### src/rtl/reg_exec_seq_pkg.sv
// Shared definitions for the execute sequencer: widths, opcode map, FSM encoding
// and opcode classification helpers.
package exec_pkg;

    localparam int EXEC_DATA_W = 32'sd8;
    localparam int EXEC_ADDR_W = 32'sd4;
    localparam int OPC_W       = 32'sd4;

    localparam logic [3:0] OP_ADD = 4'h0;
    localparam logic [3:0] OP_SUB = 4'h1;
    localparam logic [3:0] OP_AND = 4'h2;
    localparam logic [3:0] OP_OR  = 4'h3;
    localparam logic [3:0] OP_XOR = 4'h4;
    localparam logic [3:0] OP_NOT = 4'h5;
    localparam logic [3:0] OP_SHL = 4'h6;
    localparam logic [3:0] OP_SHR = 4'h7;
    localparam logic [3:0] OP_LDI = 4'h8;
    localparam logic [3:0] OP_MOV = 4'h9;
    localparam logic [3:0] OP_CMP = 4'hA;
    localparam logic [3:0] OP_NOP = 4'hF;

    typedef enum logic [1:0] {
        S_IDLE = 2'd0,
        S_READ = 2'd1,
        S_EXEC = 2'd2,
        S_WB   = 2'd3
    } state_t;

    function automatic logic is_write_op(input logic [3:0] op);
        return (op <= OP_MOV);
    endfunction

    // Z/N/C are only touched by arithmetic/logic ops and CMP; LDI/MOV/NOP/illegal hold them.
    function automatic logic is_flag_op(input logic [3:0] op);
        return (op <= OP_SHR) || (op == OP_CMP);
    endfunction

    function automatic logic is_illegal_op(input logic [3:0] op);
        return (op >= 4'hB) && (op <= 4'hE);
    endfunction

endpackage

### src/rtl/reg_exec_seq_if.sv
// Instruction handshake plus register-bank port bundle. The master side is the
// instruction source / bank owner, the slave side is the sequencer.
interface reg_exec_seq_if
    import exec_pkg::*;
#(
    parameter int DATA_W = EXEC_DATA_W,
    parameter int ADDR_W = EXEC_ADDR_W
);
    logic              instr_valid;
    logic              instr_ready;
    logic [OPC_W-1:0]  opcode;
    logic [ADDR_W-1:0] rd;
    logic [ADDR_W-1:0] rs1;
    logic [ADDR_W-1:0] rs2;
    logic [DATA_W-1:0] imm;
    logic              rb_w_r;
    logic [ADDR_W-1:0] rb_w_add;
    logic [ADDR_W-1:0] rb_r_add_1;
    logic [ADDR_W-1:0] rb_r_add_2;
    logic [DATA_W-1:0] rb_data;
    logic [DATA_W-1:0] rb_data_1;
    logic [DATA_W-1:0] rb_data_2;
    logic              flag_z;
    logic              flag_c;
    logic              flag_n;
    logic              done;
    logic              illegal;

    modport master (
        output instr_valid, opcode, rd, rs1, rs2, imm, rb_data_1, rb_data_2,
        input  instr_ready, rb_w_r, rb_w_add, rb_r_add_1, rb_r_add_2, rb_data,
        input  flag_z, flag_c, flag_n, done, illegal
    );

    modport slave (
        input  instr_valid, opcode, rd, rs1, rs2, imm, rb_data_1, rb_data_2,
        output instr_ready, rb_w_r, rb_w_add, rb_r_add_1, rb_r_add_2, rb_data,
        output flag_z, flag_c, flag_n, done, illegal
    );

endinterface

### src/rtl/reg_exec_seq_alu_core.sv
// Purely combinational ALU: result, carry/borrow and write/illegal classification
// for one opcode applied to the latched operands.
module alu_core
    import exec_pkg::*;
#(
    parameter int DW = EXEC_DATA_W
) (
    input  logic [OPC_W-1:0] i_opcode,
    input  logic [DW-1:0]    i_a,
    input  logic [DW-1:0]    i_b,
    input  logic [DW-1:0]    i_imm,
    output logic [DW-1:0]    o_result,
    output logic             o_c_out,
    output logic             o_wr_en,
    output logic             o_illegal
);

    logic [DW:0] w_sum;

    // Opcode decode; SUB/CMP share the borrow path so CMP sets flags exactly like SUB.
    always_comb begin
        w_sum    = '0;
        o_result = '0;
        o_c_out  = 1'b0;
        case (i_opcode)
            OP_ADD: begin
                w_sum    = {1'b0, i_a} + {1'b0, i_b};
                o_result = w_sum[DW-1:0];
                o_c_out  = w_sum[DW];
            end
            OP_SUB, OP_CMP: begin
                w_sum    = {1'b0, i_a} - {1'b0, i_b};
                o_result = w_sum[DW-1:0];
                o_c_out  = w_sum[DW];
            end
            OP_AND:  o_result = i_a & i_b;
            OP_OR:   o_result = i_a | i_b;
            OP_XOR:  o_result = i_a ^ i_b;
            OP_NOT:  o_result = ~i_a;
            OP_SHL: begin
                o_result = {i_a[DW-2:0], 1'b0};
                o_c_out  = i_a[DW-1];
            end
            OP_SHR: begin
                o_result = {1'b0, i_a[DW-1:1]};
                o_c_out  = i_a[0];
            end
            OP_LDI:  o_result = i_imm;
            OP_MOV:  o_result = i_a;
            default: o_result = '0;
        endcase
    end

    assign o_wr_en   = is_write_op(i_opcode);
    assign o_illegal = is_illegal_op(i_opcode);

endmodule

### src/rtl/reg_exec_seq.sv
// Multi-cycle execute sequencer: IDLE -> READ -> EXEC -> WB, owning all timing of
// the combinational-read register bank and issuing a single write-back strobe.
module reg_exec_seq
    import exec_pkg::*;
#(
    parameter int DATA_W = EXEC_DATA_W,
    parameter int ADDR_W = EXEC_ADDR_W
) (
    input logic           clk,
    input logic           rst,
    reg_exec_seq_if.slave bus
);

    state_t            r_state;
    state_t            w_next_state;
    logic              w_accept;

    logic [OPC_W-1:0]  r_opcode;
    logic [ADDR_W-1:0] r_rd;
    logic [DATA_W-1:0] r_imm;
    logic [DATA_W-1:0] r_op_a;
    logic [DATA_W-1:0] r_op_b;

    logic              r_ready;
    logic              r_rb_w_r;
    logic [ADDR_W-1:0] r_rb_w_add;
    logic [ADDR_W-1:0] r_rb_r_add_1;
    logic [ADDR_W-1:0] r_rb_r_add_2;
    logic [DATA_W-1:0] r_rb_data;
    logic              r_flag_z;
    logic              r_flag_c;
    logic              r_flag_n;
    logic              r_done;
    logic              r_illegal;

    logic [DATA_W-1:0] w_result;
    logic              w_c_out;
    logic              w_wr_en;
    logic              w_illegal;

    alu_core #(.DW(DATA_W)) u_alu (
        .i_opcode  (r_opcode),
        .i_a       (r_op_a),
        .i_b       (r_op_b),
        .i_imm     (r_imm),
        .o_result  (w_result),
        .o_c_out   (w_c_out),
        .o_wr_en   (w_wr_en),
        .o_illegal (w_illegal)
    );

    // State register.
    always_ff @(posedge clk) begin
        if (rst) begin
            r_state <= S_IDLE;
        end else begin
            r_state <= w_next_state;
        end
    end

    // Next-state logic; only IDLE can wait, every other state lasts one cycle.
    always_comb begin
        w_next_state = r_state;
        w_accept     = 1'b0;
        case (r_state)
            S_IDLE: begin
                if (bus.instr_valid) begin
                    w_next_state = S_READ;
                    w_accept     = 1'b1;
                end else begin
                    w_next_state = S_IDLE;
                end
            end
            S_READ:  w_next_state = S_EXEC;
            S_EXEC:  w_next_state = S_WB;
            S_WB:    w_next_state = S_IDLE;
            default: w_next_state = S_IDLE;
        endcase
    end

    // Datapath and registered outputs; strobes are set on the EXEC->WB edge so they
    // are high for exactly the WB cycle, and a reset in EXEC abandons them.
    always_ff @(posedge clk) begin
        if (rst) begin
            r_opcode     <= '0;
            r_rd         <= '0;
            r_imm        <= '0;
            r_op_a       <= '0;
            r_op_b       <= '0;
            r_ready      <= 1'b1;
            r_rb_w_r     <= 1'b0;
            r_rb_w_add   <= '0;
            r_rb_r_add_1 <= '0;
            r_rb_r_add_2 <= '0;
            r_rb_data    <= '0;
            r_flag_z     <= 1'b0;
            r_flag_c     <= 1'b0;
            r_flag_n     <= 1'b0;
            r_done       <= 1'b0;
            r_illegal    <= 1'b0;
        end else begin
            r_ready   <= (w_next_state == S_IDLE);
            r_rb_w_r  <= (r_state == S_EXEC) && w_wr_en;
            r_done    <= (r_state == S_EXEC);
            r_illegal <= (r_state == S_EXEC) && w_illegal;
            if (w_accept) begin
                r_opcode     <= bus.opcode;
                r_rd         <= bus.rd;
                r_imm        <= bus.imm;
                r_rb_r_add_1 <= bus.rs1;
                r_rb_r_add_2 <= bus.rs2;
            end
            // Operands are captured before write-back, so rd may alias a source.
            if (r_state == S_READ) begin
                r_op_a <= bus.rb_data_1;
                r_op_b <= bus.rb_data_2;
            end
            if (r_state == S_EXEC) begin
                if (w_wr_en) begin
                    r_rb_w_add <= r_rd;
                    r_rb_data  <= w_result;
                end
                if (is_flag_op(r_opcode)) begin
                    r_flag_z <= (w_result == '0);
                    r_flag_n <= w_result[DATA_W-1];
                    r_flag_c <= w_c_out;
                end
            end
        end
    end

    assign bus.instr_ready = r_ready;
    assign bus.rb_w_r      = r_rb_w_r;
    assign bus.rb_w_add    = r_rb_w_add;
    assign bus.rb_r_add_1  = r_rb_r_add_1;
    assign bus.rb_r_add_2  = r_rb_r_add_2;
    assign bus.rb_data     = r_rb_data;
    assign bus.flag_z      = r_flag_z;
    assign bus.flag_c      = r_flag_c;
    assign bus.flag_n      = r_flag_n;
    assign bus.done        = r_done;
    assign bus.illegal     = r_illegal;

endmodule

### src/flat_wrapper.sv
// flat-port wrapper written by rule: the top's interface ports become plain ports
module reg_exec_seq_flat import exec_pkg::*;
#(
    parameter int DATA_W = EXEC_DATA_W,
    parameter int ADDR_W = EXEC_ADDR_W
)
  (clk, rst, bus_instr_valid, bus_opcode, bus_rd, bus_rs1, bus_rs2, bus_imm, bus_rb_data_1, bus_rb_data_2, bus_instr_ready, bus_rb_w_r, bus_rb_w_add, bus_rb_r_add_1, bus_rb_r_add_2, bus_rb_data, bus_flag_z, bus_flag_c, bus_flag_n, bus_done, bus_illegal);
  reg_exec_seq_if #(.DATA_W(DATA_W), .ADDR_W(ADDR_W)) bus_i ();
  input logic clk;
  input logic rst;
  input wire logic [$bits(bus_i.instr_valid)-1:0] bus_instr_valid;
  input wire logic [$bits(bus_i.opcode)-1:0] bus_opcode;
  input wire logic [$bits(bus_i.rd)-1:0] bus_rd;
  input wire logic [$bits(bus_i.rs1)-1:0] bus_rs1;
  input wire logic [$bits(bus_i.rs2)-1:0] bus_rs2;
  input wire logic [$bits(bus_i.imm)-1:0] bus_imm;
  input wire logic [$bits(bus_i.rb_data_1)-1:0] bus_rb_data_1;
  input wire logic [$bits(bus_i.rb_data_2)-1:0] bus_rb_data_2;
  output wire logic [$bits(bus_i.instr_ready)-1:0] bus_instr_ready;
  output wire logic [$bits(bus_i.rb_w_r)-1:0] bus_rb_w_r;
  output wire logic [$bits(bus_i.rb_w_add)-1:0] bus_rb_w_add;
  output wire logic [$bits(bus_i.rb_r_add_1)-1:0] bus_rb_r_add_1;
  output wire logic [$bits(bus_i.rb_r_add_2)-1:0] bus_rb_r_add_2;
  output wire logic [$bits(bus_i.rb_data)-1:0] bus_rb_data;
  output wire logic [$bits(bus_i.flag_z)-1:0] bus_flag_z;
  output wire logic [$bits(bus_i.flag_c)-1:0] bus_flag_c;
  output wire logic [$bits(bus_i.flag_n)-1:0] bus_flag_n;
  output wire logic [$bits(bus_i.done)-1:0] bus_done;
  output wire logic [$bits(bus_i.illegal)-1:0] bus_illegal;
  assign bus_i.instr_valid = bus_instr_valid;
  assign bus_i.opcode = bus_opcode;
  assign bus_i.rd = bus_rd;
  assign bus_i.rs1 = bus_rs1;
  assign bus_i.rs2 = bus_rs2;
  assign bus_i.imm = bus_imm;
  assign bus_i.rb_data_1 = bus_rb_data_1;
  assign bus_i.rb_data_2 = bus_rb_data_2;
  assign bus_instr_ready = bus_i.instr_ready;
  assign bus_rb_w_r = bus_i.rb_w_r;
  assign bus_rb_w_add = bus_i.rb_w_add;
  assign bus_rb_r_add_1 = bus_i.rb_r_add_1;
  assign bus_rb_r_add_2 = bus_i.rb_r_add_2;
  assign bus_rb_data = bus_i.rb_data;
  assign bus_flag_z = bus_i.flag_z;
  assign bus_flag_c = bus_i.flag_c;
  assign bus_flag_n = bus_i.flag_n;
  assign bus_done = bus_i.done;
  assign bus_illegal = bus_i.illegal;
  reg_exec_seq #(.DATA_W(DATA_W), .ADDR_W(ADDR_W)) u_core (.clk(clk), .rst(rst), .bus(bus_i));
endmodule
### config.mk
export PLATFORM = sky130hd
export DESIGN_NAME = reg_exec_seq_flat
export DESIGN_NICKNAME = d
export VERILOG_FILES = /design/src/rtl/reg_exec_seq_pkg.sv /design/src/rtl/reg_exec_seq_if.sv /design/src/rtl/reg_exec_seq_alu_core.sv /design/src/rtl/reg_exec_seq.sv /design/src/flat_wrapper.sv
export SDC_FILE = /design/constraint.sdc
export NUM_CORES = 1
export LEC_CHECK = 0
export CAP_MARGIN = 20
export CELL_PAD_IN_SITES_DETAIL_PLACEMENT = 0
export CELL_PAD_IN_SITES_GLOBAL_PLACEMENT = 1
export CORE_UTILIZATION = 42
export CTS_CLUSTER_DIAMETER = 200
export DETAILED_ROUTE_END_ITERATION = 7
export PLACE_DENSITY = 0.84
export SLEW_MARGIN = 5
export SYNTH_ARGS = -nofsm -noshare
export SYNTH_HDL_FRONTEND = slang
export SYNTH_SLANG_ARGS = --single-unit
### constraint.sdc
create_clock -name clk -period 4 [get_ports clk]
set_clock_uncertainty 0.1 [all_clocks]
set_input_delay 0.6 -clock clk [delete_from_list [all_inputs] [get_ports clk]]
set_output_delay 0.6 -clock clk [all_outputs]
set_load 0.005 [all_outputs]
==> flow_summary.ini, run 1 <==
[synthesis]
synth-async-reset-ratio_pct = 0
synth_edf_count = 0
synth-main-ff-cell = dfxtp_1
yosys.cell_types.count = 68
ys_ff_latch = 61
syn_area_sq_um = 3784
synth.yosys.seq_area_share_pct = 32.28
yosys_warnings = 0
syn_nets = 545
postSynthAreaPerCell_sq_um = 8.033
synthCells = 471

[pwr]
power_mw = 1.832
p_leak_nw = 1.768
ir_drop_v = 0.0002165
powerDensity_nw_per_um2 = 388.5

[routing]
num_vias = 3573
drtIter0Drc = 300
drtPass1Iterations = 8
drc = 0
viasPerCell = 5.618
wl_per_cell_microns = 16.22
drtAntennaViolNets = 0
wl_mm = 10.32

[cells_and_area]
syn_to_final_growth_pct = 24.64
final_common_cell = nand2_1
nNetsFinal = 597
final_util_pct = 54.07
final_cell_mix = 70 x nand2_1, 68 x clkdlybuf4s50_1, 61 x dfxtp_1, 51 x nor2_1, 47 x a21oi_1
drive_gt1_share_pct = 6.061
antenna_cells = 0

[critical_path]
crit_buf_inv = 0
endpoint = u_core.bus.flag_z
start_kind = register
rr_worst_depth = 7
cp_data_arrival_time_ns = 3.12
crit_type = register to register
slowest_stage = dfxtp_1
r2r_slack_ns = 1.07
r2r-end = u_core.bus.flag_z
timing.critical_path.from = u_core.r_opcode[2]
setup.worst_path.end_class = register
cp_slowest_stage_delay_ns = 0.90
cp_cell_sequence = nand2b_1 > o32ai_2 > a221o_1 > a221o_1 > nor2_1 > and4b_1 > a22o_1
r2r-start = u_core.r_opcode[2]
crit_path_max_fanout = 26
crit_path_frequent_cell = a221o_1
path_delay_family = compound AO/OA/AOI/OAI gates
cp.depth = 7
worst-endpoint-required_ns = 4.20

[die]
start_util_pct = 43.39
ios = 70
core-area_sq_um = 8721
die_y_microns = 96.92
die_area_sq_um = 9393
fp.dieW_microns = 96.92
row_count = 34

[clocking]
postCtsResizedCells = 0
ctsHoldBuffers = 0
cts.sinks = 61
clkTransAtPathRegs_ns = 0.08
cts_htree_levels = 3
cts_tree = done
cts_buffer_depth = 2
cts_setup_buffers = 0
root_buffer = clkbuf_8
numCtsBuffers = 9
clk_latency_ns = 0.35

[timing]
setup_ws_ns = 1.075
final_hold_viol_count = 0
maxSlewViolCount = 0
slew_headroom_pct = 32.15
tightest_slew_ns = 1.018
setup_viol = 0
fmax_mhz = 341.8
rsz0062_at_grt = false
setup_tns_ns = 0
fin_crit_sh_pct = 73.14
fin_crit_ns = 2.925

[grt]
grt_overflow = 0
grt_max_degree = 57
grt_antenna_before_repair = 0
grt_use_total_pct = 22.62
grt_pass1_wl_mm = 17.32
grt_pass1_vias = 3537

[placed_design]
portBuffers = 69
gp_congestion = 0.9722
place_ws_ns = 1.145
post-dp-hpwl_mm = 7.337

[flow_run]
maxCapViolations = 0

[status]
outcome = complete, no violations

[min_path]
hold_class = register to register
## worst min path at each step
stage                     slack (ns)  cells after the start             from                      to
final                           0.35                      2   u_core.r_rd[0]  u_core.bus.rb_w_add[0]
after global routing            0.38                      2  u_core.r_imm[2]         u_core.r_imm[2]
after CTS                       0.36                      2   u_core.r_rd[1]  u_core.bus.rb_w_add[1]
after detailed placement        0.34                      2   u_core.r_rd[1]  u_core.bus.rb_w_add[1]
after global placement          0.34                      2   u_core.r_rd[2]  u_core.bus.rb_w_add[2]
after floorplan                 0.33                      2   u_core.r_rd[0]  u_core.bus.rb_w_add[0]
## registers in the layout, indices dropped and copies added (netlist names)
name / cells
u_core.r_opcode: 4
u_core.r_imm: 8
u_core.bus.flag_c: 1
u_core.r_op_b: 8
u_core.bus.done: 1
u_core.bus.rb_w_add: 4
u_core.bus.rb_w_r: 1
u_core.bus.rb_data: 8
u_core.bus.rb_r_add_1: 4
u_core.r_rd: 4
u_core.bus.flag_z: 1
u_core.bus.flag_n: 1
u_core.bus.rb_r_add_2: 4
u_core.bus.instr_ready: 1
u_core.r_op_a: 8
u_core.r_state: 2
u_core.bus.illegal: 1
## per-layer routing
metal / global-route usage [%] / vias to the layer above / share of wire (%) / wire length, microns
li1: - / 1753 / - / -
met1: 29.65 / 1674 / 45 / 4612
met2: 37.05 / 123 / 48 / 4925
met3: 3.468 / 23 / 5.3 / 542
met4: 9.185 / 0 / 2.3 / 239
met5: 0 / - / 0 / 0
## metrics by stage
stage / hold slack (ns) / std cells / instance area, sq um
global placement: 0.3392 / 620 / 4493
detailed placement: 0.3445 / 620 / 4493
global route: 0.3796 / 636 / 4716
finish: 0.3515 / 636 / 4716
CTS: 0.3552 / 636 / 4716
floorplan: 0.3321 / 471 / 3784
## power breakdown
group / internal, mW / switching [mW]
clock network: 0.370 / 0.271
registers: 0.656 / 0.0607
logic: 0.224 / 0.251
## cell type report
cell class / instances / area (sq um)
Fill cell: 849 / 4005
Clock inverter: 5 / 81.33
Timing Repair Buffer: 74 / 723.2
Clock buffer: 11 / 141.4
Inverter: 28 / 105.1
Multi-Input combinational cell: 349 / 2308
Tap cell: 108 / 135.1
Sequential cell: 61 / 1221
## Yosys cell counts (3+ instances only)
library cell,instances,area share [%]
nand2_1,70,6.9
nor2_1,51,5.1
buf_2,8,1.1
a221oi_1,3,0.69
nor2b_1,9,1.5
buf_1,3,0.30
o21bai_1,3,0.60
a211o_1,4,0.93
inv_1,26,2.6
ha_1,29,9.6
nand2b_1,3,0.50
o22ai_1,5,0.83
nor3_1,10,1.3
and2_1,4,0.66
o211ai_1,3,0.60
clkbuf_1,20,2.0
a221o_1,3,0.79
dfxtp_1,61,32
o32a_1,3,0.79
nand3_1,3,0.40
a2111oi_0,3,0.69
o21ai_0,6,0.79
o21ai_1,6,0.79
a21oi_1,47,6.2
xnor2_1,3,0.69
mux2i_1,23,6.1
a211oi_1,4,0.79
a22oi_1,3,0.60
## kinds of logic after synthesis
kind of cell             synth area share, %
AND/OR/NAND/NOR                        19.81
AO/OA/AOI/OAI                          21.73
buffers and inverters                  6.713
flip-flops                             32.28
adder cells (fa/ha/maj)                10.65
multiplexers                           7.672
XOR/XNOR                               1.158
## worst reg2reg max path, stage by stage, from the launching register on
cell	delay, ns
dfxtp_1	0.90
nand2b_1	0.38
o32ai_2	0.24
a221o_1	0.42
a221o_1	0.39
nor2_1	0.13
and4b_1	0.21
a22o_1	0.12
(Power assumes the default switching activity.)
==> run 2: changes to the inputs <==
- CORE_UTILIZATION: 42 -> 39
- PLACE_DENSITY: 0.84 -> 0.79
- clock period: 4 -> 3.1 ns (I/O delays scaled with it)
==> run 2 against run 1 <==
  * Flip-flop and latch count stayed put
  * Largest power group unchanged
  * Global-route usage is 1.2 points higher
  * Critical path type unchanged
  * Routed wire length is 11% higher
  * Clock power is 28% higher
  * Setup slack worse by 0.78 ns
  * Via count is 1.3% higher
  * Combinational power is 41% higher
==> flow_summary.ini, run 2 (same netlist as run 1, synthesis figures left out) <==
[grt]
use_met3_pct = 4.161
grt_max_degree = 57
grt_pass1_wl_mm = 18.40
top_usage_layer = met2
grt_antenna_before_repair = 0
grt_pass1_vias = 3490
grt_use_total_pct = 23.81
grtUsageMet2_pct = 38.41
grt_overflow = 0
met1_usage_pct = 31.38

[critical_path]
start_kind = register
timing.critical_path.from = u_core.r_op_a[1]
crit_path_frequent_cell = a211oi_1
crit_path_max_fanout = 8
worst-endpoint-required_ns = 3.21
crit_type = register to register
cp_slowest_stage_delay_ns = 0.50
slowest_stage = dfxtp_1
setup.worst_path.end_class = register
cp_data_arrival_time_ns = 2.92
cp_cell_sequence = inv_1 > ha_1 > o21bai_1 > a21oi_1 > o31a_1 > o311ai_0 > a2bb2oi_1 > a211oi_1 > a211oi_1
r2r-start = u_core.r_op_a[1]

[routing]
num_vias = 3620
drtIter0Drc = 187
drtAntennaViolNets = 0
drc = 0
wl_mm = 11.48
viasPerCell = 5.379
wl_per_cell_microns = 17.06
drtPass1Iterations = 5

[die]
start_util_pct = 40.56
ios = 70
row_count = 35
fp.dieW_microns = 100.5
die_y_microns = 100.5
core-area_sq_um = 9328
die_area_sq_um = 10100

[clocking]
cts_tree = done
clk_latency_ns = 0.35
clkTransAtPathRegs_ns = 0.08
numCtsBuffers = 9
cts_setup_buffers = 0
cts.sinks = 61
cts_htree_levels = 3
ctsHoldBuffers = 0
root_buffer = clkbuf_8
postCtsResizedCells = 0
cts_buffer_depth = 2

[pwr]
powerDensity_nw_per_um2 = 494.7
ir_drop_v = 0.0002658
p_leak_nw = 1.850

[cells_and_area]
finalInstanceArea_sq_um = 4862
final_common_cell = nand2_1
final_cell_mix = 70 x nand2_1, 68 x clkdlybuf4s50_1, 61 x dfxtp_1, 51 x nor2_1, 47 x a21oi_1
fillers = 918
syn_to_final_growth_pct = 28.51
nNetsFinal = 613
drive_gt1_share_pct = 8.824
antenna_cells = 0

[min_path]
worstHoldStart = rst
hold_class = input port to register

[timing]
fin_crit_sh_pct = 90.48
final_hold_viol_count = 0
setup_ws_ns = 0.2950
fin_crit_ns = 2.805
maxSlewViolCount = 0
setup_tns_ns = 0
rsz0062_at_grt = false
setup_viol = 0
fmax_mhz = 356.5
tightest_slew_ns = 0.8307
slew_headroom_pct = 44.49

[status]
outcome = complete, no violations

[placed_design]
portBuffers = 69
place_area_sq_um = 4639
place_ws_ns = 0.3817
post-dp-hpwl_mm = 8.373
gp_congestion = 0.8849

[flow_run]
maxCapViolations = 0
==> run 2: cell count changes in the layout (fill, tap and decap cells not counted) <==
cell / previous run / this run
buf_4: 5 / 21
==> run 2: layout make-up <==
type | count | area (sq um) | share of cell area [%]
clock buffers | 11 | 141.4 | 2.908
multi-input cells | 349 | 2308 | 47.48
flip-flops and latches | 61 | 1221 | 25.12
repair buffers | 90 | 843.3 | 17.34
well taps | 129 | 161.4 | 3.320
inverters | 28 | 105.1 | 2.162
clock inverters | 5 | 81.33 | 1.673
==> run 2: through the flow <==
stage | util (%) | hold WS (ns) | power (mW) | instances
6_report | 52.13 | 0.2542 | 2.405 | 673
5_1_grt | 52.13 | 0.2455 | 2.535 | 673
4_1_cts | 52.13 | 0.2426 | 2.423 | 673
3_3_place_gp | 49.74 | 0.3389 | 1.590 | 657
3_5_place_dp | 49.74 | 0.3464 | 1.592 | 657
2_1_floorplan | - | 0.3321 | 1.329 | 471
==> run 2: final timing paths <==
kind	cells after the start	end	slack, ns
max	9	u_core.bus.flag_n	0.30
min	2	u_core.bus.done	0.25
max reg2reg	9	u_core.bus.flag_n	0.30
min reg2reg	2	u_core.bus.rb_w_add[2]	0.36
==> run 2: metal layers <==
metal | up-vias | routed length [microns] | share of wire [%]
met5 | - | 0 | 0
met4 | 0 | 305 | 2.7
met3 | 24 | 500 | 4.4
met2 | 109 | 5351 | 47
met1 | 1697 | 5322 | 46
li1 | 1790 | - | -
==> run 2: worst max-delay path: cells and delay by family, from the launching register on <==
kind | cells | cell delay [ns]
buffers and inverters | 1 | 0.16
AOI/OAI and AO/OA | 7 | 1.58
DFF | 1 | 0.50
adders and majority gates | 1 | 0.34
==> run 2: where the power goes <==
part           switching (mW)  internal, mW
Sequential             0.0646         0.847
Clock                   0.346         0.477
Combinational           0.359         0.313
==> run 3: changes to the inputs <==
- SLEW_MARGIN: 5 -> default
- clock period: 3.1 -> 2.6 ns (I/O delays scaled with it)
==> run 3 against run 2 <==
  * Hold slack worse by 0.064 ns
  * Global-route usage down 0.33 points
  * Flip-flop and latch count unchanged
  * Sequential power up 16%
  * Sequential share of layout area down 1.3 points
  * Final area up 5.6%
  * Routed wire length down 1.4%
  * Non-clock buffer count up 21
  * Critical path depth down 2
  * Total power up 19%
  * Die area unchanged
  * Setup slack worse by 0.22 ns
  * Critical path type unchanged
  * Largest cell class unchanged
  * Highest routed layer unchanged
==> flow_summary.ini, run 3 (same netlist as run 1, synthesis figures left out) <==
[clocking]
numCtsBuffers = 9
cts_tree = done
clkTransAtPathRegs_ns = 0.07
cts_htree_levels = 3
root_buffer = clkbuf_8
clk_latency_ns = 0.34
cts_buffer_depth = 2
cts.sinks = 61
ctsHoldBuffers = 0

[grt]
grt_pass1_vias = 3554
grt_overflow = 0
grt_pass1_wl_mm = 18.25
grt_antenna_before_repair = 0
grt_use_total_pct = 23.48
grt_max_degree = 57

[routing]
viasPerCell = 5.303
wl_per_cell_microns = 16.34
drtIter0Drc = 211
num_vias = 3675
drc = 0
drtPass1Iterations = 4
wl_mm = 11.32
drtAntennaViolNets = 0

[pwr]
switchingPower_uw = 915.2
p_int_mw = 1.957
p_clk_share_pct = 31.6
p_leak_nw = 1.974
powerDensity_nw_per_um2 = 559.5
p_comb_share_pct = 31.4
swShare_pct = 31.86
seq_power_share_pct = 37.0
ir_drop_v = 0.0002894

[die]
fp.dieW_microns = 100.5
core-area_sq_um = 9328
start_util_pct = 40.56
row_count = 35
ios = 70
die_y_microns = 100.5
die_area_sq_um = 10100

[timing]
setup_tns_ns = 0
fmax_mhz = 395.8
fin_crit_sh_pct = 97.17
fin_crit_ns = 2.526
setup_viol = 0
maxSlewViolCount = 0
tightest_slew_ns = 0.6462
final_hold_viol_count = 0
slew_headroom_pct = 56.24

[cells_and_area]
nNetsFinal = 634
finalInstanceArea_sq_um = 5134
final_cell_mix = 70 x nand2_1, 68 x clkdlybuf4s50_1, 58 x dfxtp_1, 51 x nor2_1, 47 x a21oi_1
drive_gt1_share_pct = 14.54
syn_to_final_growth_pct = 35.68
final_cells = 693
antenna_cells = 0
final_common_cell = nand2_1
fillers = 929

[critical_path]
r2r-end = u_core.bus.flag_z
cp.depth = 7
crit_buf_inv = 1
setup.worst_path.end_class = register
r2r-start = u_core.r_opcode[0]
endpoint = u_core.bus.flag_z
crit_type = register to register
crit_path_max_fanout = 9
start_kind = register
worst-endpoint-required_ns = 2.73
cp_data_arrival_time_ns = 2.66
slowest_stage = or4_4
r2r_slack_ns = 0.07
cp_slowest_stage_delay_ns = 0.63
cp_cell_sequence = buf_4 > or4_4 > o41ai_2 > a2111oi_2 > a31oi_1 > and4b_1 > a22o_1
rr_worst_depth = 7
path_delay_family = simple AND/OR/NAND/NOR gates
timing.critical_path.from = u_core.r_opcode[0]

[placed_design]
place_area_sq_um = 4835
gp_congestion = 0.8684
dp.cells = 678
post-dp-hpwl_mm = 8.332
portBuffers = 69

[flow_run]
maxCapViolations = 0

[status]
outcome = complete, no violations

[min_path]
hold_class = input port to register
[run 3: cell types whose count changed in the layout (fill, tap and decap cells not counted), moves of 2 or more]
cell and delta:
buf_12 +3, buf_4 +18, clkbuf_8 +2, dfxtp_1 -3
dfxtp_2 +3, ha_1 -2, ha_2 +2
[run 3: cell type report]
class                           instances  area, sq um  share of cell area [%]
Clock buffer                           12        165.2                   3.217
Clock inverter                          3        43.79                  0.8530
Inverter                               28        105.1                   2.047
Multi-Input combinational cell        349         2395                   46.65
Sequential cell                        61         1225                   23.86
Tap cell                              129        161.4                   3.144
Timing Repair Buffer                  111         1039                   20.23
[run 3: metal layers]
metal | routed length (microns) | GRT usage [%] | vias up
li1 | - | - | 1831
met5 | 0 | 0 | -
met2 | 5405 | 39.04 | 92
met3 | 454 | 4.022 | 16
met1 | 5216 | 31.08 | 1736
met4 | 247 | 7.135 | 0
[run 3: worst min path at each step]
stage	slack (ns)	to	cells after the start	start
finish	0.19	u_core.bus.done	2	rst
floorplan	0.33	u_core.bus.rb_w_add[0]	2	u_core.r_rd[0]
detailed placement	0.34	u_core.bus.rb_w_add[3]	2	u_core.r_rd[3]
global placement	0.34	u_core.bus.rb_w_add[3]	2	u_core.r_rd[3]
CTS	0.18	u_core.bus.done	2	rst
global route	0.20	u_core.bus.done	2	rst
[run 3: power groups by stage]
stage                     clock, mW  sequential, mW  combinational, mW
after floorplan                   0            1.08              0.508
after global placement            0            1.08              0.855
after detailed placement          0            1.08              0.862
after CTS                     0.934            1.06              0.866
after global routing          0.966            1.07              0.995
final                         0.907            1.06              0.902
[run 3: what timing repair did]
| item | CTS | global route |
|---|---|---|
| buffers inserted | 0 | 0 |
| resized for setup | 2 | 17 |
| pin swaps | 1 | 1 |
| setup endpoints to repair | 1 | 4 |
[run 3: metrics by stage]
step                      power [mW]  setup slack, ns  utilization, %  hold slack [ns]
after global placement         1.936          0.04536           51.83           0.3387
after CTS                      2.864          0.01109           54.11           0.1806
after detailed placement       1.946          0.01520           51.83           0.3429
after floorplan                1.584           0.1286               -           0.3321
final                          2.872          0.07364           55.04           0.1904
after global routing           3.034        -0.009935           55.04           0.1986
==> patch (settings of run 3) <==
Set the package constant `EXEC_DATA_W` to 32'sd9 (it was 32'sd8).
--- a/src/rtl/reg_exec_seq_pkg.sv
+++ b/src/rtl/reg_exec_seq_pkg.sv
@@ -2,7 +2,7 @@
 // and opcode classification helpers.
 package exec_pkg;
 
-    localparam int EXEC_DATA_W = 32'sd8;
+    localparam int EXEC_DATA_W = 32'sd9;
     localparam int EXEC_ADDR_W = 32'sd4;
     localparam int OPC_W       = 32'sd4;
 
Interface: changed (resized bus_imm, bus_rb_data, bus_rb_data_1 and bus_rb_data_2); port bits go from 70 to 74. No check against the original RTL was run, so the function may have changed too.
==> patch against run 3 <==
Maximum frequency down 0.30%; critical endpoint unchanged; via count up 14%; total power increased by 8.9%; sequential cell count up 4; critical path depth is 4 higher; combinational power grew 12%; wire length up 14%; final area grew 9.1%; setup slack got worse by 7.7 ps; area after synthesis up 10%; largest cell class unchanged; largest power group unchanged.
==> patch: results (changes against run 3) <==
CTS Root Cell clkbuf_8; Async SR Flop Fraction 0% (unchanged); fillers 974 (+4.8%); Final HPWL DP 9820 um (+18%); HP Class in2reg; Synthesized Nets 609 (+12%); share of cells above drive strength 1 15.0% (+0.45 points); H-tree lvl count 3 (unchanged); ANT cells 0 (unchanged); routability cong. 0.929 (+7.0%); crit-path leading delay family compound AO/OA/AOI/OAI gates; initial antenna violation count 0 (unchanged); Layout Nets 708 (+12%); VDD IR max 0.255 mV (-12%); Skew-Pair Late Insertion Delay 360 ps (+20 ps); slowest stage delay, CP 470 ps (-160 ps); IO buf count 73 (+5.8%); Crit-path slowest cell a2111o_1; post-DR vias/cell 5.42 (+2.2%); Synth warnings 0 (unchanged); Post-Place Cells 753 (+11%); slew of the pin with the lowest slew margin 621 ps (-25.6 ps); Setup WS pre-CTS -37.0 ps (-52.2 ps); Layout Cells excl Fill 770 (+11%); Cell variety after synth 69 (+1.5%); synth top area cells dfxtp_1, ha_1, nand2_1; Synth area leader dfxtp_1; fmax 395 MHz (-0.30%); first-pass GRT wire length 20500 um (+12%); DR iter-0 viols 335 (+59%); pin count of the biggest net entering global routing 50 (-12%); Overall Global Routing Usage 24.0% (+0.49 points); Worst Path Arrival 2690 ps (+30 ps); maximum clock insertion buffer count 2 (unchanged); final setup fails 0 (unchanged); total wire length 12900 um (+14%); CTS buffer count 9 (unchanged); Leak 2.17 nW (+10%); CTS clk-pin slew, worst paths around 80 ps; synth cell count leaders nand2_1, dfxtp_1, a21oi_1; DRT Pass-1 Iters 6 (+2); register area share after synthesis 31.3% (-1.0 points); status finished, final reports clean; crit-path max FO 3 (-6); Worst setup SP type register; syn_area_per_cell 7.85 um^2 (-2.2%); number of global-route vias before repair 3929 (+11%)
==> patch: cell count changes after synthesis, sizes merged, moves of 6 or more <==
| cell | before | now |
|---|---|---|
| o21ai | 12 | 19 |
| nor2 | 51 | 45 |
| nand2 | 70 | 85 |
| a211oi | 4 | 11 |
| nand3 | 3 | 9 |
| nor2b | 9 | 15 |
==> patch: metrics by stage <==
step / cell area, um^2 / hold slack [ps]
global route: 5600 / 372
detailed placement: 5270 / 343
global placement: 5270 / 340
CTS: 5500 / 352
floorplan: 4160 / 332
finish: 5600 / 353
==> patch: cell type report <==
type	count	area, um^2	area share, %
multi-input combinational	398	2670	47.6
sequential	65	1310	23.3
timing repair buffer	126	1130	20.1
tap	136	170	3.04
clock buffer	10	128	2.28
inverter	29	109	1.94
clock inverter	6	92.6	1.65
==> patch: worst min-delay path, delay by kind of cell <==
| family | cells | cell delay [ps] |
|---|---|---|
| buf+inv | 2 | 320 |
| simple gates | 1 | 60 |
==> patch: routing by layer <==
metal | part of all wire, % | track usage (%)
met4 | 2.7 | 10.6
met2 | 48 | 39.5
met5 | 0 | 0
met3 | 5.5 | 3.15
met1 | 44 | 31.2
==> patch: logic make-up (layout without fill, tap and decap cells) <==
logic type	count (synthesis)	in the layout	synth area share (%)
simple gates	195	195	21.6
compound gates	140	140	22.8
buf+inv	67	171	6.85
flops	65	65	31.3
fa+ha+maj	33	33	10.3
mux	27	27	6.58
xor+xnor	3	3	0.631
==> patch: report_power, final <==
group	internal (mW)	leakage (nW)	switching (mW)	total (mW)
sequential	1.07	0.533	0.0594	1.13
clock	0.543	0.103	0.440	0.983
combinational	0.482	1.54	0.530	1.01
total	2.10	2.17	1.03	3.13
==> patch: what timing repair did <==
action / in CTS / in global routing
endpoints found under the hold margin: 0 / 0
resized for setup: 5 / 20
buffers inserted: 0 / 1
pin swaps: 2 / 10
hold buffers: 0 / 0
setup endpoints to repair: 2 / 3
==> patch: path summary, 6_finish.rpt <==
check	depth (start not counted)	slack, ps	to	start
hold reg to reg	2	350	u_core.bus.rb_r_add_1[2]	u_core.bus.rb_r_add_1[2]
setup / recovery	11	70	u_core.bus.flag_z	u_core.r_op_a[0]
setup reg to reg	11	70	u_core.bus.flag_z	u_core.r_op_a[0]
hold / removal	3	350	u_core.r_op_a[7]	rst
